--- config.mk ---
export PLATFORM = sky130hd
export DESIGN_NAME = pipe_stage_skid
export DESIGN_NICKNAME = d
export VERILOG_FILES = /design/src/rtl/pipe_stage_skid.sv
export SDC_FILE = /design/constraint.sdc
export NUM_CORES = 1
export LEC_CHECK = 0
export ABC_AREA = 1
export BUFFER_PORTS_ARGS = -buffer_cell sky130_fd_sc_hd__buf_2
export CAP_MARGIN = 40
export CORE_MARGIN = 3
export CORE_UTILIZATION = 55
export CTS_BUF_LIST = sky130_fd_sc_hd__clkbuf_8
export DETAILED_ROUTE_END_ITERATION = 16
export GPL_TIMING_DRIVEN = 0
export PLACE_DENSITY = 0.78
export SYNTH_ARGS = -nofsm -noshare
export SYNTH_HDL_FRONTEND = slang
export SYNTH_SLANG_ARGS = --single-unit
--- constraint.sdc ---
create_clock -name clk -period 3.58 [get_ports clk]
set_input_delay 0.179 -clock clk [delete_from_list [all_inputs] [get_ports clk]]
set_output_delay 0.179 -clock clk [all_outputs]
set_load 0.05 [all_outputs]
--- src/rtl/pipe_stage_skid.sv ---
// pipe_stage_skid: valid/ready pipeline register with a 2-entry skid buffer and zero-bubble flush.
// Define PIPE_STAGE_STATS_EN to add saturating stall_cnt/bubble_cnt outputs.
module pipe_stage_skid #(
  parameter int WIDTH = 32,
  parameter int LANES = 7
) (
  input  logic                   clk,
  input  logic                   reset,
  input  logic                   flush,
  input  logic                   in_valid,
  output logic                   in_ready,
  input  logic [WIDTH*LANES-1:0] in_data,
  output logic                   out_valid,
  input  logic                   out_ready,
  output logic [WIDTH*LANES-1:0] out_data
`ifdef PIPE_STAGE_STATS_EN
  ,
  output logic [31:0]            stall_cnt,
  output logic [31:0]            bubble_cnt
`endif
);
  localparam int W = WIDTH * LANES;
  // Encoding is {main_v, skid_v}; 01 is unreachable
  typedef enum logic [1:0] {EMPTY = 2'b00, ONE = 2'b10, TWO = 2'b11} state_t;
  state_t state, state_nx;
  logic [W-1:0] main_q, main_nx, skid_q, skid_nx;
  logic accept, consume;
  assign in_ready  = !state[0];
  assign out_valid = state[1];
  assign out_data  = main_q;
  assign accept    = in_valid && in_ready;
  assign consume   = out_valid && out_ready;
  always_ff @(posedge clk) begin
    if (reset) begin
      state  <= EMPTY;
      main_q <= '0;
      skid_q <= '0;
    end else begin
      state  <= state_nx;
      main_q <= main_nx;
      skid_q <= skid_nx;
    end
  end
  // main is zeroed whenever it empties so out_data is 0 without a mux on out_valid
  always_comb begin
    state_nx = state;
    main_nx  = main_q;
    skid_nx  = skid_q;
    if (flush) begin
      state_nx = EMPTY;
      main_nx  = '0;
      skid_nx  = '0;
    end else begin
      case (state)
        EMPTY: if (accept) begin
          main_nx  = in_data;
          state_nx = ONE;
        end
        ONE: if (accept && consume) main_nx = in_data;
          else if (accept) begin
            skid_nx  = in_data;
            state_nx = TWO;
          end else if (consume) begin
            main_nx  = '0;
            state_nx = EMPTY;
          end
        TWO: if (consume) begin
          main_nx  = skid_q;
          skid_nx  = '0;
          state_nx = ONE;
        end
        default: begin
          state_nx = EMPTY;
          main_nx  = '0;
          skid_nx  = '0;
        end
      endcase
    end
  end
`ifdef PIPE_STAGE_STATS_EN
  always_ff @(posedge clk) begin
    if (reset) begin
      stall_cnt  <= '0;
      bubble_cnt <= '0;
    end else begin
      if (out_valid && !out_ready && stall_cnt != '1) stall_cnt <= stall_cnt + 32'd1;
      if (!out_valid && bubble_cnt != '1) bubble_cnt <= bubble_cnt + 32'd1;
    end
  end
`endif
endmodule

; Word level (Yosys, flattened, before mapping)
; Cells that the tools add are included.
[totals]
elab_cells = 36
input_bits = 229
reg_bits = 450
[op_classes]
bitwise_logic = 1
eq_ne = 9
n_mux = 14
reduce_logical = 9
[op_table]
columns = op, count
row1 = $mux W224, 6
row2 = $pmux W224 S3, 2
row3 = $reduce_and A4 Y1, 3
row4 = $mux W2, 5
row5 = $ne A3 B3 Y1 const B, 3
row6 = $ne A2 B2 Y1 const B, 4
row7 = $pmux W2 S3, 1
row8 = $eq A2 B2 Y1 const B, 2
row9 = $logic_and A1 B1 Y1, 3
row10 = $logic_not A2 Y1, 1
row11 = $reduce_or A2 Y1, 1
row12 = $logic_not A1 Y1, 1
row13 = $not A1 Y1, 1

; Logic depth before layout (Yosys ltp)
[logic_depth]
word_depth = 5
depth_mapped = 11
ltp_nobuf = 9

; Worst setup path before layout
; Ideal clock, no wire load.
[synth_path]
kind = reg2reg
start = reg state[1]
end = reg skid_q[76]
required_ns = 3.465
arrival_time_ns = 2.063
setup_slack_ns = 1.402
setup_time_ns = 0.115
stages_incl_launch_ff = 10
period_less_slack_ns = 2.178
path_buffers = 3
cell_sequence = dfxtp_1 inv_1 ha_1 buf_2 a21oi_4 clkbuf_1 buf_2 nand3_1 nand2_1 nor2_1
[synth_between]
elab_chain_cells = 4
word_cells_on_any_way = 11
[synth_rtl]
columns = element, line_no
row1 = "start, declared", 25  ; state_t state, state_nx;
row2 = "start signal, assigned", 39  ; state <= state_nx;
row3 = $logic_and A1 B1 Y1, 32  ; assign consume = out_valid && out_ready;
row4 = $logic_and A1 B1 Y1, 59  ; ONE: if (accept && consume) main_nx = in_data;
row5 = $ne A2 B2 Y1 (no source line), n/a
row6 = $reduce_and A4 Y1 (no source line), n/a
row7 = "end signal, assigned", 41  ; skid_q <= skid_nx;
row8 = "end, declared", 26  ; logic [W-1:0] main_q, main_nx, skid_q, skid_nx;
; Several ways; a longest one is shown, not always the timed one.
; A chain may end at the register's enable or synchronous reset.

; Worst setup path in the final report
[layout_path]
start = reg state[0]
end = reg skid_q[178]
[layout_between]
elab_chain_cells = 5
word_cells_on_any_way = 12
[layout_rtl]
columns = element, line_no
row1 = $logic_not A1 Y1, 28  ; assign in_ready = !state[0];
row2 = $logic_and A1 B1 Y1, 31  ; assign accept = in_valid && in_ready;
row3 = $logic_and A1 B1 Y1, 59
row4 = $ne A2 B2 Y1 (no source line), n/a
row5 = $reduce_and A4 Y1 (no source line), n/a
; Several ways; a longest one is shown, not always the timed one.

==> key figures <==
Route
  • Initial DRC Count: 2255
  • Routed wl met2: 35.7 mm
  • Drt drc: 0
  • Met1 Wirelength: 31.2 mm
  • Average wire per standard cell: 16.1 um
  • First-pass DRT Iterations: 6
  • Post-DRT Antenna Nets: 0
  • Top routing layer used: met5
  • Via count: 25800
  • Vias per cell: 5.28
  • Met3 WL: 7.59 mm
  • Routed WL: 78.5 mm

Pwr
  • Total power: 13.7 mW
  • P_leak: 13.8 nW
  • PD cells: 479 nW/um^2
  • Worst vdd ir: 0.341 mV

Synthesis
  • Mapped cell area: 21900 sq um
  • Post-synth EDFFs: 0
  • Yosys reg bits: 450
  • Mux cell area share after synthesis: 0
  • Area contributors post-synth: dfxtp_1 41%, nand2_1 22%, nor2_1 9.5%
  • Synth Warn #: 0
  • Synth cell count leaders: 1257 x nand2_1, 554 x nor2_1, 450 x dfxtp_1
  • Fraction of the mapped netlist area in simple logic gates: 0.341
  • Top cell type's share of synthesized area: 0.411
  • Most frequent cell after synthesis: nand2_1
  • Ys flop type: dfxtp_1
  • Syn_nets: 3783
  • Main combinational cell family by area after synthesis: simple AND/OR/NAND/NOR gates
  • Ys async rst share: 0
  • Mean post-synth cell area: 6.18 sq um
  • Sequential-to-total area share from yosys stat: 0.411
  • Post-Synth XOR/XNOR Area: 0
  • Area leader, netlist: dfxtp_1
  • Compound-gate portion of the synthesized area: 0.155
  • Cells after Synth: 3549
  • Adder-Cell Fraction of Synth Area: 0.00285
  • Post-synthesis cell type count: 20

Clocking
  • CTS tree: done
  • Clk_lat worst skew: 620 ps
  • Longest Clk Path Bufs: 3
  • CTS buffer count: 75
  • Clk slew on worst S/H paths: 60 ps
  • Clock sink total: 450
  • CTS H-tree lvls: 3
  • CTS root buffer: clkbuf_8
  • Postcts setup bufs: 0

Die
  • Die X: 206 um
  • Core area: 39000 sq um
  • Die Y: 206 um
  • Initial core utilization: 0.562
  • Core Rows: 72
  • Die area: 42300 sq um
  • IO Count: 455

Run
  • Max-cap violation count: 0

Critical path
  • Critical Path RT: 4080 ps
  • CP endpoint kind: flop
  • Slowest stage cell, crit path: clkinv_1
  • Startpoint types: flop
  • Reg2Reg Depth: 10
  • Crit Path Category: reg -> reg
  • Arr. time, crit path: 3450 ps
  • CP Cell Sequence: ha_1 -> clkinv_1 -> nand2_1 -> nand2_2 -> nand2_4 -> buf_4 -> buf_2 -> nand2_1 -> nand2_1 -> nor2_1
  • R2R Setup Slk: 620 ps
  • Crit-path most repeated cell: nand2_1
  • CP peak stage delay: 650 ps
  • CP Max Fanout: 10

Placed design
  • Routability Congestion: 0.898
  • Port Buffers: 454
  • DP Area: 24900 sq um
  • Post-DP HPWL: 53.5 mm

STA
  • Worst-case clock skew: 26.7 ps
  • Setup tns final: 0 ps
  • RSZ-0062 raised after global routing: no
  • Fin crit period: 2960 ps
  • Worst-margin pin slew: 1010 ps
  • Tcrit/Tclk final: 0.826
  • Max transition margin: 0.327
  • Max-slew violations: 0
  • Hold Vio Cnt, Final: 0
  • Setup violators final: 0
  • Max Freq: 0.338 GHz

Global routing
  • Vias in the first global route: 23400
  • GRT Resource Usage Total: 0.355
  • Largest net degree at the start of global routing: 11
  • First-pass GRT wire length: 121 mm
  • Initial antenna violation count: 10
  • GRT overflow: 0

Cells and area
  • Final nets: 4539
  • Layout cells sized above 1: 0.165
  • Final instance area: 28700 sq um
  • Area added between synthesis and finish: 30.8%

Outcome
  • Status: complete, no violations

Worst hold path
  • Worst hold path type: in -> reg
  • Hold Path Depth: 7
per-stage QoR:
step           hold WS [ps]  utilization  worst slack [ps]  std cells
4_1_cts                51.8        0.735               656       4880
5_1_grt                 186        0.736               456       4887
3_3_place_gp            449        0.637               728       4521
3_5_place_dp            452        0.637               684       4522
2_1_floorplan           414            -              1400       3549
6_report                104        0.736               624       4887
kinds of logic after synthesis:
logic type | after synthesis
compound gates | 675
buf+inv | 475
flops | 450
simple gates | 1944
fa+ha+maj | 5
final timing paths:
kind	from	to
min reg2reg	out_data[184]$_SDFFE_PP0P_	out_data[184]$_SDFFE_PP0P_
max	state[0]$_SDFFE_PP0P_	skid_q[178]$_SDFFE_PP0P_
max reg2reg	state[0]$_SDFFE_PP0P_	skid_q[178]$_SDFFE_PP0P_
min	in_valid	state[0]$_SDFFE_PP0P_
registers in the layout, indices dropped and copies added (netlist names):
| register | count |
|---|---|
| state | 2 |
| skid_q | 224 |
| out_data | 224 |
where the power goes:
part / switching [mW] / internal, mW / total (mW)
logic: 2.42 / 1.12 / 3.54
clock network: 2.17 / 2.63 / 4.79
registers: 0.132 / 5.29 / 5.42
critical path, delay by kind of cell, from the launching register on:
kind,cells,cell delay [ps]
flip-flops,1,420
buffers and inverters,3,1290
AND/OR/NAND/NOR,6,920
adder cells (fa/ha/maj),1,200
area by class of cell:
cell class / instances / area (sq um)
Antenna cell: 7 / 17.5
Clock inverter: 38 / 248
Clock buffer: 96 / 1320
Timing Repair Buffer: 679 / 4530
Fill cell: 3237 / 10300
Inverter: 205 / 769
Multi-Input combinational cell: 2624 / 10900
Buffer: 270 / 1210
Sequential cell: 450 / 9010
Tap cell: 518 / 648
cell usage in the layout (no fill, tap or decap):
| cell | synthesis | routed |
|---|---|---|
| nand3_1 | 128 | 128 |
| nor2_1 | 554 | 554 |
| dlygate4sd3_1 | 0 | 224 |
| diode_2 | 0 | 7 |
| buf_4 | 8 | 8 |
| nor2_4 | 1 | 1 |
| clkinvlp_4 | 0 | 2 |
| o21ai_0 | 173 | 173 |
| clkbuf_1 | 113 | 113 |
| a21oi_1 | 350 | 350 |
| clkinv_4 | 0 | 1 |
| ha_1 | 5 | 5 |
| nand2_1 | 1257 | 1257 |
| o21ai_1 | 150 | 150 |
| dfxtp_1 | 450 | 450 |
| clkbuf_8 | 0 | 96 |
| bufinv_16 | 0 | 3 |
| clkinv_1 | 1 | 1 |
| buf_1 | 14 | 14 |
| inv_2 | 3 | 3 |
| clkinv_2 | 0 | 11 |
| nand2_2 | 3 | 3 |
| buf_2 | 135 | 589 |
| o21ai_2 | 1 | 1 |
| inv_1 | 201 | 222 |
| nand2_4 | 1 | 1 |
| a21oi_4 | 1 | 1 |
| buf_8 | 0 | 1 |
repair_timing:
item | in CTS | in global routing
hold buffers | 224 | 0
endpoints found under the hold margin | 420 | 0
gates resized for setup | 0 | 0
per-layer routing:
layer,up-vias,global-route usage
met4,6,0.184
met2,1262,0.577
met1,11600,0.442
met3,268,0.0796
li1,12700,-
met5,-,0
(Power assumes the default switching activity.)
